### src/rtl/serial_adder_pkg.sv
// Shared definitions for the bit-serial adder: FSM state encoding and default width.
package serial_adder_pkg;

  localparam int DEFAULT_WIDTH = 8;

  typedef enum logic [1:0] {
    ST_IDLE  = 2'd0,
    ST_SHIFT = 2'd1,
    ST_DONE  = 2'd2
  } state_e;

endpackage

### src/rtl/fa_cell.sv
// One-bit full adder built from two half-add stages; purely combinational.
module fa_cell (
  input  logic a_in,
  input  logic b_in,
  input  logic c_in,
  output logic sum_out,
  output logic carry_out
);

  logic ha1_sum_s;
  logic ha1_carry_s;
  logic ha2_carry_s;

  assign ha1_sum_s   = a_in ^ b_in;
  assign ha1_carry_s = a_in & b_in;
  assign sum_out     = ha1_sum_s ^ c_in;
  assign ha2_carry_s = ha1_sum_s & c_in;
  assign carry_out   = ha1_carry_s | ha2_carry_s;

endmodule

### src/rtl/serial_adder_ctrl.sv
// Bit-serial adder: operands shift LSB-first through a single fa_cell, one bit per clock.
// Status and result outputs are registered from the state, so they trail the FSM by one cycle.
module serial_adder_ctrl
  import serial_adder_pkg::*;
#(
  parameter int WIDTH = DEFAULT_WIDTH
) (
  input  logic             clk_in,
  input  logic             rst_n_in,
  input  logic             start_in,
  input  logic [WIDTH-1:0] a_in,
  input  logic [WIDTH-1:0] b_in,
  output logic             busy_out,
  output logic             done_out,
  output logic [WIDTH-1:0] sum_out,
  output logic             carry_out
);

  localparam int CNT_W = $clog2(WIDTH + 1);
  localparam logic [CNT_W-1:0] LAST_BIT = CNT_W'(WIDTH - 1);

  state_e           state_q, state_d;
  logic [WIDTH-1:0] a_q, a_d;
  logic [WIDTH-1:0] b_q, b_d;
  logic [WIDTH-1:0] psum_q, psum_d;
  logic             carry_q, carry_d;
  logic [CNT_W-1:0] cnt_q, cnt_d;
  logic             busy_q, busy_d;
  logic             done_q, done_d;
  logic [WIDTH-1:0] sum_q, sum_d;
  logic             cout_q, cout_d;

  logic fa_sum_s;
  logic fa_carry_s;

  fa_cell u_fa (
    .a_in      (a_q[0]),
    .b_in      (b_q[0]),
    .c_in      (carry_q),
    .sum_out   (fa_sum_s),
    .carry_out (fa_carry_s)
  );

  // Next-state, datapath and registered-output computation
  always_comb begin
    state_d = state_q;
    a_d     = a_q;
    b_d     = b_q;
    psum_d  = psum_q;
    carry_d = carry_q;
    cnt_d   = cnt_q;
    busy_d  = 1'b0;
    done_d  = 1'b0;
    sum_d   = sum_q;
    cout_d  = cout_q;
    case (state_q)
      ST_IDLE: begin
        if (start_in) begin
          state_d = ST_SHIFT;
          a_d     = a_in;
          b_d     = b_in;
          psum_d  = '0;
          carry_d = 1'b0;
          cnt_d   = '0;
        end else begin
          state_d = ST_IDLE;
        end
      end
      ST_SHIFT: begin
        busy_d  = 1'b1;
        a_d     = {1'b0, a_q[WIDTH-1:1]};
        b_d     = {1'b0, b_q[WIDTH-1:1]};
        psum_d  = {fa_sum_s, psum_q[WIDTH-1:1]};
        carry_d = fa_carry_s;
        cnt_d   = cnt_q + CNT_W'(1);
        if (cnt_q == LAST_BIT) begin
          state_d = ST_DONE;
        end else begin
          state_d = ST_SHIFT;
        end
      end
      ST_DONE: begin
        // Publish the finished result; a waiting start restarts immediately.
        done_d = 1'b1;
        sum_d  = psum_q;
        cout_d = carry_q;
        if (start_in) begin
          state_d = ST_SHIFT;
          a_d     = a_in;
          b_d     = b_in;
          psum_d  = '0;
          carry_d = 1'b0;
          cnt_d   = '0;
        end else begin
          state_d = ST_IDLE;
        end
      end
      default: begin
        state_d = ST_IDLE;
      end
    endcase
  end

  // State, datapath and output registers with asynchronous clear
  always_ff @(posedge clk_in or negedge rst_n_in) begin
    if (!rst_n_in) begin
      state_q <= ST_IDLE;
      a_q     <= '0;
      b_q     <= '0;
      psum_q  <= '0;
      carry_q <= 1'b0;
      cnt_q   <= '0;
      busy_q  <= 1'b0;
      done_q  <= 1'b0;
      sum_q   <= '0;
      cout_q  <= 1'b0;
    end else begin
      state_q <= state_d;
      a_q     <= a_d;
      b_q     <= b_d;
      psum_q  <= psum_d;
      carry_q <= carry_d;
      cnt_q   <= cnt_d;
      busy_q  <= busy_d;
      done_q  <= done_d;
      sum_q   <= sum_d;
      cout_q  <= cout_d;
    end
  end

  assign busy_out  = busy_q;
  assign done_out  = done_q;
  assign sum_out   = sum_q;
  assign carry_out = cout_q;

endmodule

### config.mk
export PLATFORM = sky130hd
export DESIGN_NAME = serial_adder_ctrl
export DESIGN_NICKNAME = d
export VERILOG_FILES = /design/src/rtl/serial_adder_pkg.sv /design/src/rtl/fa_cell.sv /design/src/rtl/serial_adder_ctrl.sv
export SDC_FILE = /design/constraint.sdc
export NUM_CORES = 1
export LEC_CHECK = 0
export CORE_ASPECT_RATIO = 1.2
export CORE_MARGIN = 8
export CORE_UTILIZATION = 40
export CTS_CLUSTER_SIZE = 24
export DETAILED_ROUTE_END_ITERATION = 7
export DONT_BUFFER_PORTS = 1
export PLACE_DENSITY = 0.6
export SYNTH_ARGS = -nofsm -noshare
export SYNTH_HDL_FRONTEND = slang
export SYNTH_SLANG_ARGS = --single-unit
### constraint.sdc
create_clock -name clk_in -period 4.1 [get_ports clk_in]
set_clock_uncertainty 0.1 [all_clocks]
set_input_delay 0.205 -clock clk_in [delete_from_list [all_inputs] [get_ports clk_in]]
set_output_delay 0.205 -clock clk_in [all_outputs]
set_load 0.05 [all_outputs]
---- Word level (Yosys, flattened, before mapping) ----
Index checks and enable logic that the tools add are counted.
operators by class
  magnitude comparators ................... 0
  multipliers ............................. 0
  add/subtract/negate cells ............... 1
  shift operators ......................... 0
  equal/unequal tests ..................... 4
  divide/modulo/power cells ............... 0
  bitwise gates (word level) .............. 5
  reductions and logical operators ........ 4
  muxes and demuxes ....................... 15
operators by type and width
  operator             number
  $pmux 8 s2           3
  $mux 8               3
  $pmux 4 s2           1
  $add 4x1->4 const B  1
  $eq 4x3->1 const B   1
  $mux 1               4
  $mux 4               1
  $pmux 2 s2           1
  $and 1x1->1          2
  $eq 2x1->1 const B   1
  $eq 2x2->1 const B   1
  $logic_not 2->1      1
  $mux 2               1
  $ne 2x1->1 const B   1
  $pmux 1 s2           1
  $reduce_and 2->1     1
  $reduce_bool 2->1    1
  $reduce_or 2->1      1
  $xor 1x1->1          2
  $or 1x1->1           1
storage, ports and cells
  memories kept ........................... 0
  output and inout bits ................... 11
  bits in latches ......................... 0
  bits in registers ....................... 42
  input bits .............................. 19
  logic and storage cells ................. 39
  RAM bits ................................ 0
  memory bits (read-only) ................. 0

---- Logic depth before layout (Yosys ltp) ----
Gate-level depths: netlist of run 1.
  word-level depth ........................ 4
  depth in mapped cells ................... 5
  gate-level depth less buffers ........... 4

---- Hierarchy ----
A second synthesis of run 1 with hierarchy kept.
second synthesis, totals
  cell total of the unflattened synthesis .. 139
  area total of the unflattened synthesis .. 1781.7 um^2
by module, submodules not included
  module             cells each  seq. area each (um^2)  instances  area an instance (um^2)
  serial_adder_ctrl  138         1051.0                 1          1761.7
  fa_cell            1           0.0                    1          20.0

---- Least setup slack after synthesis of run 1 ----
No wires, ideal clock.
  path kind ............................... flip-flop to flip-flop
  start point ............................. register state_q[0]
  end point ............................... register sum_q[3], in the netlist sum_out[3]
  period minus slack after synthesis ...... 1.346 ns
  setup time .............................. 0.125 ns
  buffers on the path ..................... 2
  path slack .............................. 2.754 ns
  cell stages (with the launch flop) ...... 5
  required time ........................... 3.875 ns
  data arrival time ....................... 1.122 ns
  path through ............................ dfrtp_1 -> buf_6 -> nand2b_4 -> buf_6 -> mux2_2
on the way
  word-level cells in the longest chain between the ends .. 1
ends and longest elaborated chain
  item                    RTL line                  source
  from (decl)             serial_adder_ctrl.sv:22   state_e state_q, state_d;
  from (signal assigned)  serial_adder_ctrl.sv:118  state_q <= state_d;
  $eq 2x2->1              serial_adder_ctrl.sv:56   case (state_q)
  to (signal assigned)    serial_adder_ctrl.sv:126  sum_q <= sum_d;
  to (decl)               serial_adder_ctrl.sv:30   logic [WIDTH-1:0] sum_q, sum_d;
Every way passes these cells.
A chain may end at the register's enable or synchronous reset.

---- Worst setup path after layout of run 1 ----
  start point ............................. register state_q[0]
  end point ............................... register a_q[2]
on the way
  word-level cells in the longest chain between the ends .. 4
  elaborated cells on any way between the ends .. 8
  classes of those cells .................. eq/ne: 3; mux: 1; reduce/logical: 4
ends and longest elaborated chain
  item                                                                     RTL line                  source
  $eq 2x2->1 / $logic_not 2->1 (equally long branches)                     serial_adder_ctrl.sv:56
  $reduce_or 2->1 (no source line)                                         -
  $ne 2x1->1 (no source line) / $reduce_bool 2->1 (equally long branches)  -
  $reduce_and 2->1 (no source line)                                        -
  to (signal assigned)                                                     serial_adder_ctrl.sv:108  a_q <= '0;
  to (signal assigned)                                                     serial_adder_ctrl.sv:119  a_q <= a_d;
  to (decl)                                                                serial_adder_ctrl.sv:23   logic [WIDTH-1:0] a_q, a_d;
Several ways; a longest one is shown, not always the timed one.

==> run metrics, run 1 <==
outcome finished, final reports clean; first-pass GRT wire length 5920 µm; number of synthesis warnings 0; Setup violations, final 0; CTS buffer count 5; CP arrival 2.46 ns; layout cells sized above 1 14.38%; Worst Hold Class in2reg; fin. max-slew vios 0; max-cap violations 0; Worst-Margin Slew 0.9622 ns; wire per inst 16.99 µm; sequential share of the synthesized area 57.49%; CTS tree done; clock latency on the worst-skew pair 0.30 ns; synthesized area 1828 µm²; row count 27; Fin. Hold Viols 0; Starting Density 40.69%; Main synth FF type dfrtp_1; Clock Path Buffers 2; flop2flop setup slack 1.69 ns; Antenna Cells 0; RSZ-0062 raised after global routing false; vias per cell 5.397; Placed Cells 191; Syn-to-layout area delta 10.34%; die area 6998 µm²; VDD IR max 0.3182 mV; Die H 90.06 µm; Die X 77.71 µm; Crit-path slowest cell dfrtp_1; # nets final 166; I/O Buffers 0; clk root buf clkbuf_8; gpl congestion 0.7275; slowest stage delay, CP 0.74 ns; syn_nets 164; worst-path cell chain nand2b_2 -> inv_2 -> nor2_4 -> o21ai_0; Leakage 0.9520 nW; final std cells w/o fill 204; Startpoint Class flip-flop; slew margin rel. 35.85%; highest net fanout along the worst path 25; ratio of final minimum period to clock period 58.84%; Setup CP Type reg2reg; PostCTS Resize Cnt 0; clock sinks 42; CP required 4.15 ns; post-route ant nets 0; power per cell area 873.8 nW/µm²; Worst-path clk slew 0.08 ns; grt total ovfl 0; CP Capture Type flip-flop; Mean Syn Cell Area 12.78 µm²; TritonRoute pass-1 iters 4; core region area 4493 µm²; most frequent cells after synthesis dfrtp_1 (42), o21ai_0 (17), mux2i_1 (16), nand3_1 (16), a22o_1 (10); DRT iter0 DRCs 41; most common cell in the netlist dfrtp_1; I/O Pins 30; Tot GR Track Use 10.41%; number of synthesized register bits 42; cell taking the most area after synthesis dfrtp_1; Total Power 1.762 mW; DR DRC count 0; vias 1101; largest net degree at the start of global routing 43; Final min period 2.412 ns; fmax 414.5 MHz; Post-DP HPWL 2290 µm; ys async rst share 100.0%; H-tree Lvls 2; EDFF count, synth 0; drt total wl 3466 µm; vias in the first global route 1186; Fin Setup TNS 0 ns; Yosys top cell area share 57.49%; antenna violations before repair 0; Gate Count Post-Synth 143; Cell variety after synth 29; Area contributors post-synth dfrtp_1 (57%), mux2i_1 (8.8%), a22o_1 (4.8%), o21ai_0 (4.7%), nand3_1 (4.4%)
[cell type report]
type	instances	area [µm²]
well taps	58	72.57
clock inverters	2	60.06
fillers	419	2476
multi-input cells	86	671.9
clock buffers	6	82.58
inverters	5	18.77
flip-flops and latches	42	1051
repair buffers	5	60.06
[flip-flops by register name (all words and copies together), names as in the netlist]
name / flops
busy_out: 1
state_q: 2
cnt_q: 4
done_out: 1
psum_q: 8
sum_out: 8
a_q: 8
carry_out: 1
b_q: 8
carry_q: 1
[kinds of logic after synthesis]
logic type / Yosys count / synth area share [%]
AND/OR/NAND/NOR: 28 / 9.104
AO/OA/AOI/OAI: 31 / 11.09
flip-flops: 42 / 57.49
adder cells (fa/ha/maj): 2 / 1.780
multiplexers: 24 / 14.30
buffers and inverters: 15 / 5.748
XOR/XNOR: 1 / 0.4792
[metrics by stage]
step                      utilization [%]  setup WS, ns  hold slack (ns)  instance area, µm²
after global routing                44.89         1.447         0.009408                2017
after floorplan                         -         2.754          -0.1906                1828
after detailed placement            40.38         1.706          -0.1889                1814
after CTS                           44.89         1.665         0.004410                2017
after global placement              40.38         1.814          -0.1886                1814
final                               44.89         1.688         0.004586                2017
[path summary, 6_finish.rpt]
| check | cells after the start | from | endpoint |
|---|---|---|---|
| worst min-delay path | 2 | a_in[6] | a_q[6] |
| worst max-delay path | 4 | state_q[0] | a_q[2] |
| min in group asynchronous | 2 | rst_n_in | cnt_q[3] |
| max in group asynchronous | 2 | rst_n_in | a_q[4] |
| worst max register to register | 4 | state_q[0] | a_q[2] |
| worst min register to register | 2 | a_q[0] | a_q[0] |
[cells in the final DEF, fill, tap and decap left out, drive strengths merged]
master and count:
xnor2 1, nor3 1, fa 1, inv 5, bufinv 2, nand2b 3
mux2 8, buf 1, nand2 3, nor2 1, clkbuf 6, a22o 10
dlygate4sd3 4, nand4b 1, o21ai 18, nand3 16, ha 1, and2b 1
a21o 1, nor3b 1, o2bb2ai 2, dfrtp 42, mux2i 16, nor2b 1
[per-layer routing]
| layer | GRT usage (%) | vias to the layer above | part of all wire, % |
|---|---|---|---|
| met5 | 0 | - | 0 |
| met4 | 4.890 | 0 | 1.8 |
| met3 | 5.478 | 7 | 8.7 |
| met2 | 15.14 | 31 | 46 |
| met1 | 12.27 | 552 | 44 |
| li1 | - | 511 | - |
[worst max-delay path, delay by kind of cell, from the launching register on]
kind | cells | cell delay [ns]
buffers and inverters | 1 | 0.21
AO/OA/AOI/OAI | 1 | 0.19
flip-flops | 1 | 0.74
AND/OR/NAND/NOR | 2 | 1.02
[power by group]
group	internal [mW]	total, mW	switching [mW]
registers	0.590	0.919	0.329
logic	0.227	0.443	0.216
clock network	0.260	0.400	0.140
total	1.08	1.76	0.685
[repair_timing]
action,in CTS,in global routing
endpoints found under the setup margin,0,0
hold buffers,5,0
buffers inserted,0,0
endpoints found under the hold margin,45,0
No activity file was read; power rests on OpenSTA's default activity.
==> run 2: changes to the inputs <==
Settings changed: ABC_AREA set to 1.
Clock period 4.1 ns to 2.35 ns, I/O delays scaled along.
==> run 2 against run 1 <==
  * Critical path depth decreased by 1
  * Register-to-register slack lost 1.1 ns
  * Design area up 8.8%
  * Via count increased by 21%
  * Critical path type unchanged
  * Combinational power grew 130%
  * Non-clock buffer count grew 17
  * Highest routed layer unchanged
  * Die area grew 1.4%
  * Area after synthesis increased by 1.7%
  * Largest cell class unchanged
  * Hold slack improved by 0.17 ns
  * Sequential cell count is the same
  * Count of clock-buffer cells in the layout stayed put
  * Maximum frequency rose by 37%
==> run metrics, run 2 <==
outcome finished, final reports clean; Die X 78.24 µm (+0.68%); row count 27 (unchanged); syn_nets 230 (+40%); Worst-path clk slew 0.08 ns (about the same); cell taking the most area after synthesis dfrtp_1; largest net degree at the start of global routing 43 (unchanged); core region area 4527 µm² (+0.75%); final hold slack 0.1765 ns (+0.1719 ns); Fin. Hold Viols 0 (unchanged); layout cells sized above 1 10.43% (-3.9 points); antenna violations before repair 0 (unchanged); Gate Count Post-Synth 209 (+46%); Leakage 1.119 nW (+18%); TritonRoute pass-1 iters 4 (unchanged); synthesized area 1859 µm² (+1.7%); Area contributors post-synth dfrtp_1 (57%), nand2_1 (20%), o22ai_2 (6.1%), o21ai_0 (4.6%), inv_1 (4.0%); post-route ant nets 0 (unchanged); CP arrival 1.87 ns (-0.59 ns); Yosys top cell area share 56.53% (-0.97 points); Worst Hold Class in2async; drt total wl 3469 µm (about the same); Startpoint Class flip-flop; Mean Syn Cell Area 8.896 µm² (-30%); clock sinks 42 (unchanged); I/O Pins 30 (unchanged); slew margin rel. 66.13% (+30 points); clk root buf clkbuf_8; fmax 566.4 MHz (+37%); Antenna Cells 0 (unchanged); grt total ovfl 0 (unchanged); Design Area, Final 2195 µm² (+8.8%); most common cell in the netlist nand2_1; Setup violations, final 0 (unchanged); most frequent cells in the layout nand2_1 (98), dfrtp_1 (42), inv_1 (20); commonest non-fill, non-tap cell in the layout nand2_1; max-cap violations 0 (unchanged); Starting Density 41.07% (+0.39 points); EDFF count, synth 0 (unchanged); I/O Buffers 0 (unchanged); PostCTS Resize Cnt 0 (unchanged); hold_buf cts 19 (+14); # nets final 250 (+51%); Post-DP HPWL 2211 µm (-3.4%); wire per inst 12.05 µm (-29%); number of synthesized register bits 42 (unchanged); VDD IR max 0.5202 mV (+64%); CTS tree done; RSZ-0062 raised after global routing false; die area 7095 µm² (+1.4%); Syn-to-layout area delta 18.03%; highest net fanout along the worst path 20 (-20%); fin util 48.48% (+3.6 points); fin. max-slew vios 0 (unchanged); Tot GR Track Use 10.31% (-0.10 points); Final min period 1.766 ns (-0.6467 ns); CTS buffer count 5 (unchanged); placed instance area 1884 µm² (+3.9%); vias in the first global route 1315 (+11%); first-pass GRT wire length 5947 µm (+0.46%); Clock Path Buffers 2 (unchanged); vias per cell 4.628 (-14%); Die H 90.69 µm (+0.70%); crit path from state_q[0]; power per cell area 1417 nW/µm² (+62%); CP Capture Type flip-flop; DR DRC count 0 (unchanged); sequential share of the synthesized area 56.53% (-0.97 points); Cell variety after synth 17 (-41%); vias 1333 (+21%); most frequent cells after synthesis nand2_1 (98), dfrtp_1 (42), inv_1 (20), o21ai_0 (17), o22ai_2 (9); gpl congestion 0.7535 (+3.6%); Worst-Margin Slew 0.5067 ns (-0.4554 ns); ratio of final minimum period to clock period 75.13% (+16 points); Critical R2R Launch state_q[0]; Fin Setup TNS 0 ns (unchanged); H-tree Lvls 2 (unchanged); CP required 2.45 ns (-1.70 ns); Main synth FF type dfrtp_1; DRT iter0 DRCs 49 (+20%); ys async rst share 100.0% (unchanged); Setup CP Type reg2reg; number of synthesis warnings 0 (unchanged); post-CTS setup buffers 0 (unchanged); clock latency on the worst-skew pair 0.29 ns (about the same)
[run 2: path summary, 6_finish.rpt]
| check | depth (start not counted) | slack [ns] | endpoint |
|---|---|---|---|
| max reg2reg | 3 | 0.58 | sum_out[5] |
| max | 3 | 0.58 | sum_out[5] |
| min | 2 | 0.18 | sum_out[0] |
| min in group clk_in | 2 | 0.37 | b_q[1] |
| min reg2reg | 2 | 0.37 | b_q[1] |
| max in group asynchronous | 2 | 1.76 | b_q[1] |
[run 2: power by group]
group / internal, mW / switching, mW
Clock: 0.317 / 0.241
Combinational: 0.406 / 0.628
Sequential: 1.03 / 0.491
Total: 1.75 / 1.36
[run 2: per-stage QoR]
stage	power [mW]	cells	setup slack, ns
2_1_floorplan	2.399	209	1.093
3_3_place_gp	2.517	261	0.6192
3_5_place_dp	2.546	261	0.5692
4_1_cts	3.156	288	0.5481
5_1_grt	3.370	288	0.3226
6_report	3.110	288	0.5844
[run 2: routing by layer]
layer	part of all wire, %	vias to the layer above	wire (µm)	track usage, %
li1	-	678	-	-
met1	48	618	1682	12.15
met2	44	35	1528	16.06
met3	6.9	2	239	4.582
met4	0.55	0	19	3.715
met5	0	-	0	0
[run 2: cell families (layout without fill, tap and decap cells)]
logic type | Yosys count | in the layout | synth area share [%]
adder cells (fa/ha/maj) | 2 | 2 | 1.750
AO/OA/AOI/OAI | 27 | 27 | 11.10
flip-flops | 42 | 42 | 56.53
buffers and inverters | 30 | 51 | 8.008
AND/OR/NAND/NOR | 108 | 108 | 22.61
[run 2: layout make-up]
class / count / area [µm²]
Fill cell: 449 / 2332
Tap cell: 58 / 72.57
Inverter: 21 / 78.83
Sequential cell: 42 / 1051
Clock buffer: 6 / 72.57
Timing Repair Buffer: 22 / 222.7
Multi-Input combinational cell: 137 / 659.4
Clock inverter: 2 / 37.54
[run 2: critical path: stages, from the launching register on]
cell and delay, ns:
dfrtp_1 0.54, inv_2 0.35, nand2_1 0.40, o21ai_0 0.29
